[src/rtl/lcd_pkg.sv]
// Shared types and constants for the HD44780 character-LCD timing engine.
package lcd_pkg;

    // Transfer phases, in the order a write walks through them.
    typedef enum logic [2:0] {
        StIdle,
        StSetup,
        StPulse,
        StHold,
        StWait
    } lcd_state_e;

    // Field positions inside the 32-bit LCD register word.
    localparam int unsigned LCD_ON_BIT   = 31;
    localparam int unsigned LCD_RS_BIT   = 9;
    localparam int unsigned LCD_DATA_LSB = 0;

    // LSU address of the LCD register.
    localparam logic [31:0] LCD_ADDR = 32'h0000_04A0;

    // Commands that need the long execution wait (clear display / return home).
    localparam logic [7:0] LCD_CMD_CLEAR    = 8'h01;
    localparam logic [7:0] LCD_CMD_HOME     = 8'h02;
    localparam logic [7:0] LCD_CMD_HOME_ALT = 8'h03;

    // Wide enough for the 1.52 ms wait at 50 MHz.
    localparam int unsigned CNT_W = 17;

    // True for instruction writes that the panel executes slowly.
    function automatic logic is_long_cmd(input logic rs, input logic [7:0] data);
        return !rs && (data == LCD_CMD_CLEAR || data == LCD_CMD_HOME ||
                       data == LCD_CMD_HOME_ALT);
    endfunction

endpackage

[src/rtl/lcd_ctrl.sv]
// Write-only HD44780 timing engine: latches an LCD word and sequences
// setup, enable pulse, hold and execution wait on registered pins.
module lcd_ctrl
    import lcd_pkg::*;
#(
    parameter int unsigned T_SETUP     = 4,
    parameter int unsigned T_EN        = 23,
    parameter int unsigned T_HOLD      = 1,
    parameter int unsigned T_EXEC      = 1850,
    parameter int unsigned T_EXEC_LONG = 76000
) (
    input  logic        clk_i,
    input  logic        rst_i,
    input  logic        req_i,
    input  logic [31:0] lcd_word_i,
    output logic        busy_o,
    output logic        done_o,
    output logic        drop_o,
    output logic        lcd_on_o,
    output logic        lcd_en_o,
    output logic        lcd_rs_o,
    output logic        lcd_rw_o,
    output logic [7:0]  lcd_data_o
);

    lcd_state_e       state_q;
    logic [CNT_W-1:0] cnt_q;
    logic [CNT_W-1:0] wait_len_q;

    logic       word_rs;
    logic [7:0] word_data;
    logic       unused_word_bits;

    assign word_rs   = lcd_word_i[LCD_RS_BIT];
    assign word_data = lcd_word_i[LCD_DATA_LSB +: 8];

    // Fields of the register word the panel does not use.
    assign unused_word_bits = ^{lcd_word_i[30:10], lcd_word_i[8]};

    // Panel is only ever written.
    assign lcd_rw_o = 1'b0;

    // Transfer FSM with one shared down-counter; every pin output is registered here.
    always_ff @(posedge clk_i or posedge rst_i) begin
        if (rst_i) begin
            state_q    <= StIdle;
            cnt_q      <= '0;
            wait_len_q <= '0;
            busy_o     <= 1'b0;
            done_o     <= 1'b0;
            drop_o     <= 1'b0;
            lcd_on_o   <= 1'b0;
            lcd_en_o   <= 1'b0;
            lcd_rs_o   <= 1'b0;
            lcd_data_o <= '0;
        end else begin
            done_o <= 1'b0;
            // A request outside IDLE is rejected; the latched word is left untouched.
            drop_o <= req_i && (state_q != StIdle);

            case (state_q)
                StIdle: begin
                    if (req_i) begin
                        lcd_on_o   <= lcd_word_i[LCD_ON_BIT];
                        lcd_rs_o   <= word_rs;
                        lcd_data_o <= word_data;
                        wait_len_q <= is_long_cmd(word_rs, word_data) ?
                                      CNT_W'(T_EXEC_LONG) : CNT_W'(T_EXEC);
                        cnt_q      <= CNT_W'(T_SETUP - 1);
                        busy_o     <= 1'b1;
                        state_q    <= StSetup;
                    end
                end

                StSetup: begin
                    if (cnt_q == '0) begin
                        cnt_q    <= CNT_W'(T_EN - 1);
                        lcd_en_o <= 1'b1;
                        state_q  <= StPulse;
                    end else begin
                        cnt_q <= cnt_q - CNT_W'(1);
                    end
                end

                StPulse: begin
                    if (cnt_q == '0) begin
                        cnt_q    <= CNT_W'(T_HOLD - 1);
                        lcd_en_o <= 1'b0;
                        state_q  <= StHold;
                    end else begin
                        cnt_q <= cnt_q - CNT_W'(1);
                    end
                end

                StHold: begin
                    if (cnt_q == '0) begin
                        cnt_q   <= wait_len_q - CNT_W'(1);
                        // A one-cycle wait is already its own last cycle.
                        done_o  <= (wait_len_q == CNT_W'(1));
                        state_q <= StWait;
                    end else begin
                        cnt_q <= cnt_q - CNT_W'(1);
                    end
                end

                StWait: begin
                    if (cnt_q == '0) begin
                        busy_o  <= 1'b0;
                        state_q <= StIdle;
                    end else begin
                        cnt_q  <= cnt_q - CNT_W'(1);
                        // Flag the cycle in which the counter reaches zero.
                        done_o <= (cnt_q == CNT_W'(1));
                    end
                end

                default: begin
                    busy_o   <= 1'b0;
                    lcd_en_o <= 1'b0;
                    state_q  <= StIdle;
                end
            endcase
        end
    end

endmodule

[config.mk]
export PLATFORM = sky130hd
export DESIGN_NAME = lcd_ctrl
export DESIGN_NICKNAME = d
export VERILOG_FILES = /design/src/rtl/lcd_pkg.sv /design/src/rtl/lcd_ctrl.sv
export SDC_FILE = /design/constraint.sdc
export NUM_CORES = 1
export LEC_CHECK = 0
export BUFFER_PORTS_ARGS = -buffer_cell sky130_fd_sc_hd__buf_2
export CAP_MARGIN = 20
export CORE_MARGIN = 5
export CORE_UTILIZATION = 58
export DETAILED_ROUTE_END_ITERATION = 7
export GPL_TIMING_DRIVEN = 0
export PLACE_DENSITY = 0.94
export SYNTH_ARGS = -nofsm -noshare
export SYNTH_HDL_FRONTEND = slang
export SYNTH_SLANG_ARGS = --single-unit
[constraint.sdc]
create_clock -name clk_i -period 3.87 [get_ports clk_i]
set_clock_uncertainty 0.05 [all_clocks]
set_input_delay 0.1935 -clock clk_i [delete_from_list [all_inputs] [get_ports clk_i]]
set_output_delay 0.1935 -clock clk_i [all_outputs]
set_load 0.02 [all_outputs]
==> results of run 1 <==
==> Yosys cell counts, types with 2 or more instances <==
master,instances
mux2_2,10
inv_1,7
or3_1,2
nand3_1,7
o21ai_1,13
buf_4,3
a21o_1,4
clkbuf_1,7
a31oi_1,4
nand2b_1,4
xnor2_1,3
and2_1,3
nand2_1,17
nor3b_1,3
nor3_1,14
o21ai_0,9
a21oi_1,8
nor4_1,3
o41ai_1,2
o211ai_1,3
buf_2,3
o311ai_1,2
a22o_1,2
and3_1,3
nor2_1,18
a211o_1,2
nor2b_1,5
and4_1,2
ha_1,4
dfrtp_1,37
o2111ai_1,3
==> worst paths after layout <==
| kind | startpoint | depth (start not counted) | endpoint |
|---|---|---|---|
| hold / removal | lcd_word_i[31] | 2 | lcd_on_o$_DFFE_PP0P_ |
| max in group asynchronous | rst_i | 4 | cnt_q[12]$_DFFE_PP0P_ |
| setup reg to reg | cnt_q[0]$_DFFE_PP0P_ | 10 | cnt_q[7]$_DFFE_PP0P_ |
| hold reg to reg | lcd_data_o[6]$_DFFE_PP0P_ | 1 | lcd_data_o[6]$_DFFE_PP0P_ |
| setup / recovery | cnt_q[0]$_DFFE_PP0P_ | 10 | cnt_q[7]$_DFFE_PP0P_ |
| min in group asynchronous | rst_i | 3 | state_q[0]$_DFFE_PP0P_ |
==> repair_timing <==
item | in CTS | in global routing
hold endpoints to repair | 15 | 0
hold buffers | 1 | 0
resized for setup | 0 | 0
endpoints found under the setup margin | 0 | 0
==> final cells by class <==
type	count	area [sq um]	share of cell area
Sequential cell	37	925.9	0.3737
Tap cell	48	60.06	0.02424
Buffer	13	63.81	0.02576
Clock inverter	2	10.01	0.004040
Clock buffer	6	72.57	0.02929
Antenna cell	1	2.502	0.001010
Multi-Input combinational cell	176	1149	0.4636
Timing Repair Buffer	28	167.7	0.06768
Inverter	7	26.28	0.01061
==> through the flow <==
stage	hold slack (ns)	setup slack (ns)	area, sq um	cells
detailed placement	0.2818	1.322	2382	308
finish	0.08698	1.241	2477	318
global route	0.08616	1.067	2477	318
CTS	0.08886	1.283	2475	317
floorplan	0.2812	1.682	2165	233
global placement	0.3742	1.307	2355	307
==> where the power goes <==
part / switching (mW) / leakage [nW] / total (mW) / internal [mW]
clock network: 0.134 / 0.0450 / 0.259 / 0.125
logic: 0.221 / 0.625 / 0.388 / 0.167
registers: 0.111 / 0.452 / 0.593 / 0.482
==> placed cells by master (no fill, tap or decap), drive strengths merged, types with 3 or more instances in the layout <==
cell type	n
nor2	19
mux2	11
nor3	14
nand2b	4
o211ai	3
o2111ai	3
nor2b	5
and3	3
nand2	18
nor3b	3
nor4	5
and2	3
xnor2	3
clkbuf	13
a21oi	9
buf	33
a31oi	4
a21o	5
dfrtp	37
ha	4
nand3	8
inv	7
o21ai	23
==> state kept, by name, indices dropped and copies added, names as in the netlist <==
register and cells:
wait_len_q 3, lcd_en_o 1, drop_o 1, lcd_data_o 8, state_q 3, busy_o 1
lcd_rs_o 1, lcd_on_o 1, done_o 1, cnt_q 17
==> metal layers <==
layer  up-vias  routed length [um]
met4         0                 116
met1       948                2239
met5         -                   0
met2       108                2624
li1        917                   -
met3        17                 358
==> cells by family (layout without fill, tap and decap cells) <==
family / Yosys count / count (layout) / share of synthesized area
AND/OR/NAND/NOR: 92 / 92 / 0.2358
buffers and inverters: 20 / 56 / 0.04162
flip-flops: 37 / 37 / 0.4277
multiplexers: 12 / 12 / 0.06185
other: 1 / 2 / 0.001732
XOR/XNOR: 4 / 4 / 0.01619
adder cells (fa/ha/maj): 4 / 4 / 0.02312
AO/OA/AOI/OAI: 63 / 63 / 0.1919
==> metrics, run 1 <==
Mapped Cells 233; DRT Pass-1 Iters 5; cell taking the most area after synthesis dfrtp_1; maximum clock rate 380.4 MHz; Max VDD drop 0.0002608 V; reg-to-reg slack, setup 1.24 ns; Routed WL 5339 um; worst path bufs/invs 3; Tmin final 2.629 ns; Setup Buffers After CTS 0; cts bufs inserted 5; H-tree levels 2; fin crit share 0.6792; Root Driver clkbuf_8; Synthesized Nets 272; DR iter-0 viols 177; CP Cell Sequence inv_1, ha_1, clkbuf_1, nor3b_1, nand3_2, o21ai_2, buf_4, a21oi_1, o21ai_1, nand3_1; Fillers 295; post-synthesis async set-or-reset flop share 1.000; Syn-to-layout area delta 14.45%; clk sinks 37; core area 3633 sq um; global route hottest layer met2; mean post-synth cell area 9.290 sq um; Slew HR 0.5388; Clock Path Buffers 2; Setup violations, final 0; wire per inst 16.79 um; Final Core Density 0.6818; dpl hpwl 3859 um; startpoint types flip-flop; Main synth FF type dfrtp_1; #FFs+latches synth 37; Max FO, Critical Path 10; slowest CP cell dfrtp_1; ranking of synthesized cells by area dfrtp_1, mux2_2, nor3_1, nor2_1, o21ai_1; Synth warnings 0; Seq/Total Area, Yosys 0.4277; post-synth top area share 0.4277; Pins Over Slew Limit 0; Initial Util 0.5957; delay-heaviest family, CP buffers and inverters; post-synth cell types 57; GP Congestion 0.9113; Leakage Power 1.122 nW; status completed; via count 1990; max cap viols 0; largest net degree at the start of global routing 23; Cell Area, Synth 2165 sq um; met1 Use GR 0.2939; Post-route DRC 0; pwr dens 500.2 nW/um^2; NumNets Final 307; Die ar. 5054 sq um; number of synthesized flops with an enable pin 0; initial antenna violation count 1; GRT overflow 0; min-delay worst type input pin to flip-flop; CP Capture Type flip-flop; Hold Vio Cnt, Final 0; Die Ht 71.09 um; share of layout cells above drive strength 1 0.2230; Worst EP required 3.99 ns; arrival time of the worst setup path 2.75 ns; Tot GR Track Use 0.2227; first-pass GRT wire length 9032 um; Port Buffers 26; I/O pin total 50; row cnt 22; Pwr Total 1.239 mW; setup repair after global routing missed its margin no; CTS tree done; GRT met2 Usage 0.3666; Crit Path Category flip-flop to flip-flop; vias in the first global route 1907; Skew-Pair Late Insertion Delay 0.29 ns; Worst-Margin Slew 0.6910 ns; largest stage delay on the critical path 0.43 ns; clock-pin slew on the worst setup and hold paths 0.07 ns; vias per cell 6.258; Die X 71.09 um; GRT met3 Usage 0.03267; setup TNS 0 ns; post-route ant nets 0
Note: power is estimated with default switching activity, not from simulation.
==> run 2, diff against run 1 <==
--- a/config.mk
+++ b/config.mk
@@ -5,13 +5,14 @@
 export SDC_FILE = /design/constraint.sdc
 export NUM_CORES = 1
 export LEC_CHECK = 0
+export ABC_AREA = 1
 export BUFFER_PORTS_ARGS = -buffer_cell sky130_fd_sc_hd__buf_2
 export CAP_MARGIN = 20
 export CORE_MARGIN = 5
-export CORE_UTILIZATION = 58
+export CORE_UTILIZATION = 54
 export DETAILED_ROUTE_END_ITERATION = 7
 export GPL_TIMING_DRIVEN = 0
-export PLACE_DENSITY = 0.94
+export PLACE_DENSITY = 0.89
 export SYNTH_ARGS = -nofsm -noshare
 export SYNTH_HDL_FRONTEND = slang
 export SYNTH_SLANG_ARGS = --single-unit
==> constraint.sdc (replaced) <==
create_clock -name clk_i -period 2.42 [get_ports clk_i]
set_clock_uncertainty 0.05 [all_clocks]
set_input_delay 0.121 -clock clk_i [delete_from_list [all_inputs] [get_ports clk_i]]
set_output_delay 0.121 -clock clk_i [all_outputs]
set_load 0.02 [all_outputs]
==> run 2 against run 1 <==
  * Power up 140%
  * Die area up 8.8%
  * Clock power grew 69%
  * Fmax grew 25%
  * Synthesized cell count grew 33%
  * Core utilization down 3.9 points
  * Critical path depth rose by 2
  * Count of clock-buffer cells in the layout increased by 1
  * First-iteration DRC count decreased by 12%
  * Synthesized area increased by 2.7%
  * Non-clock buffer count fell by 6
  * Flip-flop and latch count is the same
  * Critical path type unchanged
  * Largest power group is now combinational logic
==> metrics, run 2 <==
Clock Path Buffers 2 (unchanged); Final Core Density 0.6425 (-0.03934); Synthesized Nets 349 (+28%); clk sinks 37 (unchanged); placed instance count 387 (+26%); Max VDD drop 0.0008199 V (+210%); Worst-Margin Slew 0.6206 ns (-0.07045 ns); GRT met2 Usage 0.3445 (-0.02214); Setup Buffers After CTS 0 (unchanged); Hold Vio Cnt, Final 0 (unchanged); Skew-Pair Late Insertion Delay 0.29 ns (about the same); Tot GR Track Use 0.2092 (-0.01349); count leader, synth nand2_1; Max FO, Critical Path 10 (unchanged); n_diodes 0 (-1); core area 4000 sq um (+10%); Die ar. 5500 sq um (+8.8%); setup repair after global routing missed its margin no; DRT Pass-1 Iters 4 (-1); Biggest register cnt_q; cts bufs inserted 5 (unchanged); Fillers 332 (+13%); DR iter-0 viols 156 (-12%); I/O pin total 50 (unchanged); GRT overflow 0 (unchanged); Seq/Total Area, Yosys 0.4164 (-0.01131); GRT met3 Usage 0.05541 (+0.02273); wire per inst 12.97 um (-23%); fin crit share 0.8664 (+0.1872); max cap viols 0 (unchanged); Port Buffers 26 (unchanged); dpl hpwl 3801 um (-1.5%); hold path cells 3 (+1); pwr dens 1158 nW/um^2 (+130%); first-pass GRT wire length 8880 um (-1.7%); min-delay worst type input pin to flip-flop; maximum clock rate 476.9 MHz (+25%); design area 2570 sq um (+3.7%); vias in the first global route 2026 (+6.2%); startpoint types flip-flop; max reg flops 17 (unchanged); clock-pin slew on the worst setup and hold paths 0.07 ns (about the same); RR Endpoint cnt_q[16]$_DFFE_PP0P_; CTS tree done; Mapped Cells 310 (+33%); CP Capture Type flip-flop; vias per cell 5.259 (-16%); post-synthesis async set-or-reset flop share 1.000 (unchanged); Setup violations, final 0 (unchanged); Root Driver clkbuf_8; most frequent cells in the layout nand2_1, dfrtp_1, inv_1; #FFs+latches synth 37 (unchanged); Tmin final 2.097 ns (-0.5318 ns); post-route ant nets 0 (unchanged); slowest CP cell dfrtp_1; Die X 74.17 um (+4.3%); Cell Area, Synth 2223 sq um (+2.7%); Initial Util 0.5558 (-0.03990); final std cells w/o fill 398 (+25%); Crit Path Category flip-flop to flip-flop; post-synth cell types 33 (-42%); arrival time of the worst setup path 2.23 ns (-0.52 ns); number of synthesized flops with an enable pin 0 (unchanged); status completed; Hold EP lcd_data_o[3]$_DFFE_PP0P_; worst hold slack 0.02730 ns (-0.05969 ns); Slew HR 0.5858 (+0.04702); commonest cells in the netlist nand2_1, dfrtp_1, inv_1; Syn-to-layout area delta 15.59%; beginning of the worst hold path lcd_word_i[3]; met1 Use GR 0.2702 (-0.02363); row cnt 23 (+4.5%); largest stage delay on the critical path 0.42 ns (about the same); Routed WL 5162 um (-3.3%); reg-to-reg slack, setup 0.32 ns (-0.92 ns); H-tree levels 2 (unchanged); Die Ht 74.17 um (+4.3%); GP Congestion 0.9052 (-0.67%); share of layout cells above drive strength 1 0.1379 (-0.08512); post-synth top area share 0.4164 (-0.01131); NumNets Final 387 (+26%); Leakage Power 1.434 nW (+28%); initial antenna violation count 0 (-1); Pins Over Slew Limit 0 (unchanged); cell taking the most area after synthesis dfrtp_1; Worst EP required 2.55 ns (-1.44 ns); CTS-repair resized insts 0 (unchanged); Post-route DRC 0 (unchanged); DP Area 2444 sq um (+2.6%); ranking of synthesized cells by area dfrtp_1, nand2_1, inv_1, nor2_1, o21ai_0; top flop regs cnt_q (17), lcd_data_o (8); mean post-synth cell area 7.172 sq um (-23%); global route hottest layer met2; Register-to-Register Path Depth 12 (+2); CP Cell Sequence inv_1, ha_1, nand2_2, nor2_8, nand3_4, clkinv_2, nand2_2, nand3_4, inv_2, buf_6, nand2_1, nand2_1; Worst R2R Start cnt_q[0]$_DFFE_PP0P_; Synth warnings 0 (unchanged); setup TNS 0 ns (unchanged); via count 2093 (+5.2%); commonest non-fill, non-tap cell in the layout nand2_1; largest net degree at the start of global routing 25 (+8.7%); Main synth FF type dfrtp_1
==> run 2: cells by family after synthesis <==
group | Yosys count | synth area share
AOI/OAI and AO/OA | 34 | 0.08385
xor gates and xnor gates | 8 | 0.03152
adders and majority gates | 4 | 0.02251
buffers and inverters | 39 | 0.07484
DFF | 37 | 0.4164
other | 1 | 0.001687
and+or+nand+nor | 187 | 0.3692
==> run 2: worst max path at each step <==
stage	startpoint	endpoint	slack, ns	cells past startpoint
final	cnt_q[0]$_DFFE_PP0P_	cnt_q[16]$_DFFE_PP0P_	0.32	12
after global routing	cnt_q[0]$_DFFE_PP0P_	cnt_q[9]$_DFFE_PP0P_	0.17	11
after CTS	cnt_q[0]$_DFFE_PP0P_	cnt_q[16]$_DFFE_PP0P_	0.34	12
after detailed placement	cnt_q[0]$_DFFE_PP0P_	cnt_q[16]$_DFFE_PP0P_	0.35	12
after global placement	cnt_q[0]$_DFFE_PP0P_	cnt_q[11]$_DFFE_PP0P_	0.37	11
after floorplan	cnt_q[0]$_DFFE_PP0P_	cnt_q[10]$_DFFE_PP0P_	0.61	12
==> run 2: area by class of cell <==
cell class / count / area (sq um) / share of cell area
Sequential cell: 37 / 925.9 / 0.3603
Multi-Input combinational cell: 234 / 1131 / 0.4401
Inverter: 35 / 132.6 / 0.05161
Clock buffer: 7 / 86.33 / 0.03359
Tap cell: 50 / 62.56 / 0.02434
Buffer: 4 / 33.78 / 0.01315
Timing Repair Buffer: 31 / 197.7 / 0.07692
==> run 2: where the power goes <==
| group | internal (mW) | total, mW | switching (mW) |
|---|---|---|---|
| Combinational | 0.519 | 1.59 | 1.07 |
| Clock | 0.226 | 0.437 | 0.211 |
| Sequential | 0.808 | 0.953 | 0.145 |
==> run 2: per-layer routing <==
layer	part of all wire	wire (um)
met2	0.50	2558
met5	0	0
met4	0.014	70
met3	0.066	342
met1	0.42	2191
==> run 2: through the flow <==
step	setup WS (ns)	total power, mW
floorplan	0.6080	2.116
global placement	0.3748	2.450
detailed placement	0.3536	2.519
CTS	0.3397	2.967
global route	0.1684	3.228
finish	0.3233	2.977
==> run 2: critical path: cells and delay by family, from the launching register on <==
family / cells / cell delay (ns)
AND/OR/NAND/NOR: 7 / 0.85
adder cells (fa/ha/maj): 1 / 0.23
buffers and inverters: 4 / 0.43
flip-flops: 1 / 0.42
==> run 2: what timing repair did <==
| action | 4_1_cts | 5_1_grt |
|---|---|---|
| hold endpoints to repair | 16 | 0 |
| endpoints found under the setup margin | 0 | 0 |
| hold buffers | 4 | 0 |
==> run 3, diff against run 2 <==
--- a/config.mk
+++ b/config.mk
@@ -9,10 +9,11 @@
 export BUFFER_PORTS_ARGS = -buffer_cell sky130_fd_sc_hd__buf_2
 export CAP_MARGIN = 20
 export CORE_MARGIN = 5
-export CORE_UTILIZATION = 54
+export CORE_UTILIZATION = 56
+export CTS_BUF_LIST = sky130_fd_sc_hd__clkbuf_8
 export DETAILED_ROUTE_END_ITERATION = 7
 export GPL_TIMING_DRIVEN = 0
-export PLACE_DENSITY = 0.89
+export PLACE_DENSITY = 0.91
 export SYNTH_ARGS = -nofsm -noshare
 export SYNTH_HDL_FRONTEND = slang
 export SYNTH_SLANG_ARGS = --single-unit
==> run 3 against run 2 <==
  * Worst setup slack worse by 0.060 ns
  * Cell area is 0.78% higher
  * Core utilization is 1.9 points higher
==> metrics, run 3 (synthesis gave the netlist of run 2 again) <==
I/O pin total 50 (unchanged); dpl hpwl 3866 um (+1.7%); largest net degree at the start of global routing 26 (+4.0%); Sw Ratio 0.4857 (+0.007207); max reg flops 17 (unchanged); CP Capture Type flip-flop; Clock Path Buffers 2 (unchanged); top flop regs cnt_q (17), lcd_data_o (8); Port Buffers 26 (unchanged); core area 3914 sq um (-2.2%); Die Ht 73.01 um (-1.6%); NetSw 1.442 mW (+1.3%); n_diodes 0 (unchanged); first-pass GRT wire length 9370 um (+5.5%); Skew-Pair Late Insertion Delay 0.29 ns (about the same); combinational share of power 0.538 (+0.005); clock share of power 0.144 (-0.003); DR iter-0 viols 147 (-5.8%); beginning of the worst hold path lcd_word_i[4]; GP Congestion 0.9171 (+1.3%); row cnt 23 (unchanged); clock-pin slew on the worst setup and hold paths 0.08 ns (about the same); share of layout cells above drive strength 1 0.1425 (+0.004519); Final Core Density 0.6618 (+0.01929); arrival time of the worst setup path 2.30 ns (+0.07 ns); crit path from cnt_q[0]$_DFFE_PP0P_; Routed WL 5300 um (+2.7%); Worst-Margin Slew 0.5724 ns (-0.04816 ns); Leakage Power 1.442 nW (+0.55%); wire per inst 13.22 um (+1.9%); most frequent cells in the layout nand2_1, dfrtp_1, inv_1; fin crit share 0.8913 (+0.02493); DRT Pass-1 Iters 5 (+1); Syn-to-layout area delta 16.49%; startpoint types flip-flop; Crit Path Category flip-flop to flip-flop; GRT overflow 0 (unchanged); Hold Vio Cnt, Final 0 (unchanged); commonest non-fill, non-tap cell in the layout nand2_1; Initial Util 0.5681 (+0.01226); Worst EP required 2.56 ns (about the same); setup TNS 0 ns (unchanged); Slew HR 0.6180 (+0.03214); Pwr Total 2.970 mW (-0.25%); max cap viols 0 (unchanged); H-tree levels 2 (unchanged); Reg power frac 0.318 (-0.002); Max FO, Critical Path 10 (unchanged); Pins Over Slew Limit 0 (unchanged); min-delay worst type input pin to flip-flop; post-route ant nets 0 (unchanged); CTS tree done; vias in the first global route 2083 (+2.8%); initial antenna violation count 0 (unchanged); clk sinks 37 (unchanged); Post-route DRC 0 (unchanged); setup repair after global routing missed its margin no; status completed; Tmin final 2.157 ns (+0.06033 ns); Setup violations, final 0 (unchanged); pwr dens 1147 nW/um^2 (-1.0%); via count 2149 (+2.7%); Post-CTS Hold Fix Bufs 6 (+2); NumNets Final 389 (+0.52%); Tot GR Track Use 0.2258 (+0.01663); vias per cell 5.359 (+1.9%); Biggest register cnt_q; Root Driver clkbuf_8; Max VDD drop 0.0007926 V (-3.3%); CTS-repair resized insts 0 (unchanged); Die ar. 5330 sq um (-3.1%); fin worst setup slack 0.2629 ns (-0.06033 ns); Die X 73.01 um (-1.6%); pre-CTS worst setup slack 0.3224 ns (-0.03125 ns); maximum clock rate 463.6 MHz (-2.8%); design area 2590 sq um (+0.78%); Setup Buffers After CTS 0 (unchanged); Worst R2R Start cnt_q[0]$_DFFE_PP0P_; cts bufs inserted 5 (unchanged); internal power 1.527 mW (-1.6%); DP Area 2444 sq um (unchanged)
==> run 3: final timing paths <==
check                           cells after the start                        end  slack [ns]
max in group asynchronous                           4       cnt_q[9]$_DFFE_PP0P_        1.44
worst min-delay path                                3  lcd_data_o[4]$_DFFE_PP0P_        0.04
min in group asynchronous                           3     state_q[0]$_DFFE_PP0P_        0.37
worst max register to register                     12      cnt_q[10]$_DFFE_PP0P_        0.26
worst min register to register                      2  lcd_data_o[2]$_DFFE_PP0P_        0.42
worst max-delay path                               12      cnt_q[10]$_DFFE_PP0P_        0.26
==> run 3: routing by layer <==
| layer | GRT usage | vias up | wire length [um] |
|---|---|---|---|
| li1 | - | 1053 | - |
| met1 | 0.2734 | 990 | 2147 |
| met2 | 0.3793 | 87 | 2602 |
| met3 | 0.05234 | 19 | 400 |
| met4 | 0.1025 | 0 | 149 |
| met5 | 0 | - | 0 |
==> run 3: area by class of cell <==
type / count / area (sq um)
Clock buffer: 5 / 68.82
Multi-Input combinational cell: 234 / 1131
Clock inverter: 3 / 17.52
Tap cell: 50 / 62.56
Timing Repair Buffer: 33 / 217.7
Sequential cell: 37 / 925.9
Fill cell: 336 / 1324
Inverter: 35 / 132.6
Buffer: 4 / 33.78
==> run 3: through the flow <==
| stage | instances | hold slack, ns |
|---|---|---|
| final | 401 | 0.03947 |
| after global routing | 401 | 0.04707 |
| after CTS | 401 | 0.03510 |
| after detailed placement | 387 | 0.1584 |
| after global placement | 386 | 0.2718 |
| after floorplan | 310 | 0.1878 |
==> run 3: power groups by stage <==
stage	Combinational [mW]	Clock, mW	Sequential (mW)
6_report	1.60	0.428	0.945
5_1_grt	1.80	0.463	0.969
4_1_cts	1.58	0.438	0.940
3_5_place_dp	1.56	0	0.949
3_3_place_gp	1.50	0	0.944
2_1_floorplan	1.06	0	1.05
==> run 3: worst max-delay path: stages, from the launching register on <==
cell and delay [ns]:
dfrtp_1 0.41, inv_1 0.12, ha_1 0.25, nand2_2 0.15, nor2_8 0.21, nand3_4 0.17, clkinv_2 0.13, nand2_2 0.09
nand3_4 0.15, inv_2 0.06, buf_6 0.14, nand2_1 0.07, nand2_1 0.05
